$ cat src/rtl/scan_capture.sv
// Receive-side deserializer for the scan stream: samples scan_in LSB first after each
// rising edge of en, presents the word with a one-cycle valid pulse, counts frames.
module scan_capture #(
    parameter int WIDTH = 19,
    parameter int CNT_W = 8
) (
    input  logic             clk,
    input  logic             rst_n,
    input  logic             en,
    input  logic             scan_in,
    input  logic             clear_err,
    output logic [WIDTH-1:0] data_out,
    output logic             valid,
    output logic             busy,
    output logic             restart_err,
    output logic [CNT_W-1:0] frame_cnt
);

    localparam int BW = $clog2(WIDTH);

    typedef enum logic {
        IDLE,
        SHIFT
    } state_t;

    state_t            state_q, state_d;
    logic              last_en_q, last_en_d;
    logic [BW-1:0]     bitcnt_q, bitcnt_d;
    logic [WIDTH-1:0]  shift_q, shift_d;
    logic [WIDTH-1:0]  data_out_q, data_out_d;
    logic              valid_q, valid_d;
    logic              restart_err_q, restart_err_d;
    logic [CNT_W-1:0]  frame_cnt_q, frame_cnt_d;
    logic              rise;

    assign rise = en & ~last_en_q;

    always_comb begin
        // NOTE: every _d gets a default first so no path can leave it unassigned (no latches).
        state_d       = state_q;
        last_en_d     = en;
        bitcnt_d      = bitcnt_q;
        shift_d       = shift_q;
        data_out_d    = data_out_q;
        valid_d       = 1'b0;
        frame_cnt_d   = frame_cnt_q;
        restart_err_d = clear_err ? 1'b0 : restart_err_q;

        case (state_q)
            IDLE: begin
                if (rise) begin
                    bitcnt_d = '0;
                    state_d  = SHIFT;
                end
            end
            SHIFT: begin
                // A new rise always wins, even on the edge that would take the last bit.
                if (rise) begin
                    bitcnt_d      = '0;
                    restart_err_d = 1'b1;
                end else begin
                    shift_d[bitcnt_q] = scan_in;
                    bitcnt_d          = bitcnt_q + BW'(1);
                    if (bitcnt_q == BW'(WIDTH - 1)) begin
                        data_out_d  = shift_d;
                        valid_d     = 1'b1;
                        frame_cnt_d = frame_cnt_q + CNT_W'(1);
                        bitcnt_d    = '0;
                        state_d     = IDLE;
                    end
                end
            end
            default: state_d = IDLE;
        endcase
    end

    // NOTE: state registers use non-blocking assignments so all flops update together.
    always_ff @(posedge clk or negedge rst_n) begin
        if (!rst_n) begin
            state_q       <= IDLE;
            last_en_q     <= 1'b0;
            bitcnt_q      <= '0;
            shift_q       <= '0;
            data_out_q    <= '0;
            valid_q       <= 1'b0;
            restart_err_q <= 1'b0;
            frame_cnt_q   <= '0;
        end else begin
            state_q       <= state_d;
            last_en_q     <= last_en_d;
            bitcnt_q      <= bitcnt_d;
            shift_q       <= shift_d;
            data_out_q    <= data_out_d;
            valid_q       <= valid_d;
            restart_err_q <= restart_err_d;
            frame_cnt_q   <= frame_cnt_d;
        end
    end

    assign data_out    = data_out_q;
    assign valid       = valid_q;
    assign busy        = (state_q == SHIFT);
    assign restart_err = restart_err_q;
    assign frame_cnt   = frame_cnt_q;

endmodule

$ cat config.mk
export PLATFORM = sky130hd
export DESIGN_NAME = scan_capture
export DESIGN_NICKNAME = d
export VERILOG_FILES = /design/src/rtl/scan_capture.sv
export SDC_FILE = /design/constraint.sdc
export NUM_CORES = 1
export LEC_CHECK = 0
export BUFFER_PORTS_ARGS = -buffer_cell sky130_fd_sc_hd__buf_2
export CAP_MARGIN = 20
export CORE_MARGIN = 2
export CORE_UTILIZATION = 55
export DETAILED_ROUTE_END_ITERATION = 10
export PLACE_DENSITY = 0.77
export SYNTH_ARGS = -nofsm -noshare
export SYNTH_HDL_FRONTEND = slang
export SYNTH_SLANG_ARGS = --single-unit
export TNS_END_PERCENT = 30
$ cat constraint.sdc
create_clock -name clk -period 2.4 [get_ports clk]
set_clock_uncertainty 0.1 [all_clocks]
set_input_delay 0.48 -clock clk [delete_from_list [all_inputs] [get_ports clk]]
set_output_delay 0.48 -clock clk [all_outputs]
set_load 0.1 [all_outputs]
==> out/metrics.cfg, run 1 <==
[logic_synthesis]
ys_warn_count=0
synth.avg_cell_area_um2=10.56
synth.most_common_cell=dfrtp_1
syn-num-nets=257
synth_cell_types=31
netlist.area_leader.share_pct=51.80
synth_edf_count=0
ys.flop_type=dfrtp_1
yosys-top-cells-count=dfrtp_1 (54), nand2_1 (50), mux2_2 (19)
synth_top_cell_by_area=dfrtp_1
synthesis.area_um2=2609
synth_cells=247
yosysSeqAreaShare_pct=51.80
async_reset_ff_share_pct=100.0
synth_seq_cells=54
synth_area_leaders=dfrtp_1 (52%), mux2_2 (8.2%), nand2_1 (7.2%), mux2i_1 (6.5%), o21ai_0 (3.5%)

[clock_tree]
post_cts_buffers=0
cts_buffer_depth=2
cts_tree=built
clkLatencyLatePin_ps=310
post_cts_resized=0
cts-root-buf=clkbuf_8
cts_sinks=54
clk_pin_slew_ps=100
htreeDepth=2
numCtsBuffers=5
ctsHoldBuffers=0

[route]
avgRoutedWirePerCell_um=14.51
finalWirelength_um=4832
drtPass1Iterations=4
drt_iter0_markers=97
ant_nets=0
route.detailed.vias_per_inst=5.508
drc=0
dr_total_vias=1834

[place]
dpl_cell_area_um2=2821
routabilityCongestion=0.8373
dp_hpwl_um=3413
io_buffers=34

[floorplan]
start_util_pct=55.97
fp-row-count=25
dieHeight_um=72.87
io_pins=35
die_w_um=72.87
fp.coreArea_um2=4661
dieArea_um2=5310

[setup_path]
worstPathArrival_ps=1460
critPathSlowestCell=dfrtp_1
r2r-start=bitcnt_q[1]
cp-startpoint=busy
worstPathMaxFanout=15
start_kind=flip-flop
crit_type=reg -> out
critPathRequiredTime_ps=1820
critPathMaxStageDelay_ps=640
crit_family=flip-flops
critPathBufInv=1
crit_chain=buf_2
end_kind=output port

[sta]
tns_ps=0
period_minus_slack_ps=2036
finalSetupViolations=0
worst_pin_slew_ps=560.8
finalCritPeriodShare_pct=84.82
relSlewSlack_pct=62.62
hold_viol=0
hold_slack_ps=24.67
clock.fmax_ghz=0.4913
rsz0062_at_grt=no
drv_slew=0

[layout]
antenna_cells=0
finish.net_count=288
area_growth_pct=11.94
final_area_um2=2920
drive_above_1_share_pct=26.16

[global_route]
gr-usage-met3_pct=4.006
grt_pass1_wl_um=8183
grt_util_met2_pct=31.82
antenna_found_initial=0
grt.total_usage_pct=20.09
first_global_vias=1755
busiest_layer=met2
grt_max_degree=39
met1_usage_pct=26.91
gr-total-overflow=0

[outcome]
status=finished, final reports clean

[pwr]
ir_drop_v=0.0004473
power_density_nw_per_um2=1083
leakagePower_nw=1.431

[hold_path]
hp-class=in -> async

[job]
maxCapViolations=0

[cells by family after synthesis]
family          Yosys count  synth area share (%)
compound gates           22                 4.509
flops                    54                 51.80
simple gates            103                 20.38
fa+ha+maj                 5                 2.398
buf+inv                  19                 3.501
mux                      36                 14.72
xor+xnor                  8                 2.686
[registers in the layout, indices dropped and copies added, names as in the netlist]
signal and cells:
data_out 19, frame_cnt 8, last_en_q 1, bitcnt_q 5, restart_err 1, busy 1
shift_q 18, valid 1
[placed cells by master (no fill, tap or decap), drive strengths merged, types with 4 or more instances in the layout]
cell	instances
inv	4
dfrtp	54
nor3	6
mux2i	17
mux2	19
nor2	11
ha	5
nand2b	8
xnor2	6
buf	39
nand4	5
nand2	50
clkbuf	6
nand3	9
o21ai	18
nor2b	5
[stage by stage]
step / cells / util, % / total power, mW / setup slack [ps]
finish: 333 / 62.66 / 3.162 / 364.4
global route: 333 / 62.66 / 3.337 / 298.7
CTS: 333 / 62.66 / 3.180 / 381.3
detailed placement: 325 / 60.54 / 2.641 / 545.5
global placement: 325 / 60.54 / 2.612 / 559.5
floorplan: 247 / - / 2.376 / 336.9
[where the power goes]
group          internal [mW]  switching [mW]  leakage, nW
logic                  0.412           0.919        0.667
clock network          0.238           0.301       0.0478
registers               1.13           0.159        0.716
total                   1.78            1.38         1.43
[path summary, 6_finish.rpt]
check	end	slack, ps	cells after the start
worst max-delay path	busy	360	1
worst min-delay path	shift_q[5]	20	1
worst max register to register	data_out[13]	580	6
worst min register to register	frame_cnt[7]	370	1
max in group asynchronous	shift_q[3]	1630	2
min in group clk	last_en_q	200	1
[area by class of cell]
| cell class | instances | area (um2) |
|---|---|---|
| Fill cell | 385 | 1740 |
| Multi-Input combinational cell | 174 | 1166 |
| Tap cell | 54 | 67.56 |
| Clock inverter | 2 | 16.27 |
| Inverter | 4 | 16.27 |
| Sequential cell | 54 | 1351 |
| Clock buffer | 6 | 82.58 |
| Timing Repair Buffer | 39 | 220.2 |
[per-layer routing]
| metal | vias to the layer above | wire length [um] |
|---|---|---|
| met2 | 39 | 2345 |
| met3 | 11 | 143 |
| met4 | 0 | 106 |
| li1 | 899 | - |
| met1 | 885 | 2237 |
| met5 | - | 0 |
(Power assumes the default switching activity.)
==> run 2, diff against run 1 <==
--- a/config.mk
+++ b/config.mk
@@ -5,12 +5,13 @@
 export SDC_FILE = /design/constraint.sdc
 export NUM_CORES = 1
 export LEC_CHECK = 0
+export ABC_AREA = 1
 export BUFFER_PORTS_ARGS = -buffer_cell sky130_fd_sc_hd__buf_2
 export CAP_MARGIN = 20
 export CORE_MARGIN = 2
-export CORE_UTILIZATION = 55
+export CORE_UTILIZATION = 52
 export DETAILED_ROUTE_END_ITERATION = 10
-export PLACE_DENSITY = 0.77
+export PLACE_DENSITY = 0.76
 export SYNTH_ARGS = -nofsm -noshare
 export SYNTH_HDL_FRONTEND = slang
 export SYNTH_SLANG_ARGS = --single-unit
==> constraint.sdc (replaced) <==
create_clock -name clk -period 1.6 [get_ports clk]
set_clock_uncertainty 0.1 [all_clocks]
set_input_delay 0.32 -clock clk [delete_from_list [all_inputs] [get_ports clk]]
set_output_delay 0.32 -clock clk [all_outputs]
set_load 0.1 [all_outputs]
==> run 2 against run 1 <==
  * Synthesized cell count rose by 43%
  * Cell area rose by 11%
  * Die area rose by 12%
  * Final cell count rose by 39%
  * Worst setup slack got worse by 310 ps
  * Critical path type unchanged
  * Critical endpoint is now data_out[7]
  * Largest power group unchanged
  * Highest routed layer unchanged
==> out/metrics.cfg, run 2 <==
[outcome]
status=finished, final reports clean

[logic_synthesis]
synth_seq_cells=54
synth_top_cell_by_area=dfrtp_1
synth_area_leaders=dfrtp_1 (49%), nand2_1 (18%), nand3_1 (9.7%), inv_1 (4.5%), nand4_1 (4.3%)
synth.avg_cell_area_um2=7.898
synth_cells=352
synth.most_common_cell=nand2_1
syn-num-nets=362
yosysSeqAreaShare_pct=48.60
netlist.area_leader.share_pct=48.60
yosys-top-cells-count=nand2_1 (137), dfrtp_1 (54), nand3_1 (54)
ys_warn_count=0
synth_edf_count=0
synth_cell_types=22
synthesis.area_um2=2780
async_reset_ff_share_pct=100.0
ys.flop_type=dfrtp_1

[sta]
relSlewSlack_pct=67.77
period_minus_slack_ps=1549
clock.fmax_ghz=0.6454
finalCritPeriodShare_pct=96.84
setup_ws_ps=50.50
hold_viol=0
hold_slack_ps=45.27
finalSetupViolations=0
drv_slew=0
worst_pin_slew_ps=486.9

[route]
route.detailed.vias_per_inst=5.129
finalWirelength_um=5931
dr_total_vias=2380
drtPass1Iterations=4
drc=0
avgRoutedWirePerCell_um=12.78
drt_iter0_markers=196
ant_nets=0

[pwr]
ir_drop_v=0.0008983
leakagePower_nw=1.785
power_density_nw_per_um2=1459

[global_route]
antenna_found_initial=0
grt.total_usage_pct=21.88
gr-total-overflow=0
first_global_vias=2355
grt_max_degree=55
grt_pass1_wl_um=10540

[floorplan]
fp.coreArea_um2=5140
dieHeight_um=77.12
fp-row-count=26
start_util_pct=54.09
dieArea_um2=5947
die_w_um=77.12
io_pins=35

[setup_path]
crit_chain=buf_2
end_kind=output port
reg2reg_to=data_out[6]
r2r-start=bitcnt_q[0]
cp.depth=1
critPathRequiredTime_ps=1180
critPathMaxStageDelay_ps=440
start_kind=flip-flop
worstPathArrival_ps=1130
crit_family=buffers and inverters
worstPathMaxFanout=2
critPathBufInv=1
critPathSlowestCell=buf_2
crit_type=reg -> out
regToRegSetupSlack_ps=100
r2r_cells=8

[layout]
final_common_cell=nand2_1
finish.net_count=403
area_growth_pct=16.52
largest_register_ff_count=19
drive_above_1_share_pct=19.80
antenna_cells=0
layout_common_cells=nand2_1 (137), nand3_1 (54), dfrtp_1 (46)
register_area_um2=1364
num-fill-cells=460
multi_input_area_um2=1165

[clock_tree]
cts_buffer_depth=2
clkLatencyLatePin_ps=300
htreeDepth=2
cts_sinks=54
numCtsBuffers=5
cts_tree=built
cts-root-buf=clkbuf_8
clk_pin_slew_ps=90

[hold_path]
min_from=en
hold-path-cell-count=1
hp-class=in -> reg
holdPathEnd=last_en_q

[place]
dp_hpwl_um=4125
io_buffers=34
preCtsSetupSlack_ps=58.30
routabilityCongestion=0.8522

[job]
maxCapViolations=0

## run 2: cell count changes in the layout (fill, tap and decap cells not counted), moves of 17 or more
cell / delta
nand2_1: +87
nand3_1: +46
inv_1: +30
mux2_2: -19
mux2i_1: -17
## run 2: final cells by class
| cell class | instances | area share, % |
|---|---|---|
| Clock buffer | 7 | 2.665 |
| Clock inverter | 1 | 0.1545 |
| Inverter | 36 | 4.172 |
| Multi-Input combinational cell | 242 | 35.96 |
| Sequential cell | 54 | 42.10 |
| Tap cell | 70 | 2.704 |
| Timing Repair Buffer | 54 | 12.24 |
## run 2: metrics by stage
stage               cells  cell area, um2  power, mW  setup TNS, ps  utilization (%)
global route          464            3239      5.057         -8.672            63.02
detailed placement    454            3087      3.880              0            60.05
global placement      454            3087      3.811              0            60.05
floorplan             352            2790      3.455         -84.93                -
finish                464            3239      4.726              0            63.02
CTS                   463            3198      4.673              0            62.22
## run 2: cells by family (layout without fill, tap and decap cells)
family,Yosys count,after routing,synth area share [%]
adder cells (fa/ha/maj),5,5,2.250
buffers and inverters,56,98,9.676
AO/OA/AOI/OAI,10,10,1.890
AND/OR/NAND/NOR,222,222,36.00
flip-flops,54,54,48.61
XOR/XNOR,5,5,1.575
## run 2: how the worst max path moves through the flow
stage,start,end,slack (ps)
final,data_out[7],data_out[7],50
after global routing,bitcnt_q[0],data_out[10],-4
after CTS,frame_cnt[4],frame_cnt[4],3
after detailed placement,bitcnt_q[3],shift_q[15],60
after global placement,bitcnt_q[3],data_out[9],130
after floorplan,frame_cnt[6],frame_cnt[7],-50
## run 2: where the power goes
part / internal (mW) / switching (mW) / total [mW]
Sequential: 1.68 / 0.255 / 1.93
Combinational: 0.607 / 1.41 / 2.01
Clock: 0.350 / 0.430 / 0.780
## run 2: layer usage
| metal | global-route usage [%] | part of all wire (%) | vias to the layer above |
|---|---|---|---|
| li1 | - | - | 1203 |
| met1 | 29.33 | 46 | 1099 |
| met2 | 36.09 | 47 | 69 |
| met3 | 3.529 | 5.2 | 9 |
| met4 | 7.679 | 1.1 | 0 |
| met5 | 0 | 0 | - |
## run 2: repair_timing
action	4_1_cts	5_1_grt
endpoints found under the hold margin	54	0
setup buffers	0	1
pin swaps	0	1
hold buffers	1	0
endpoints found under the setup margin	4	33
resized for setup	4	10
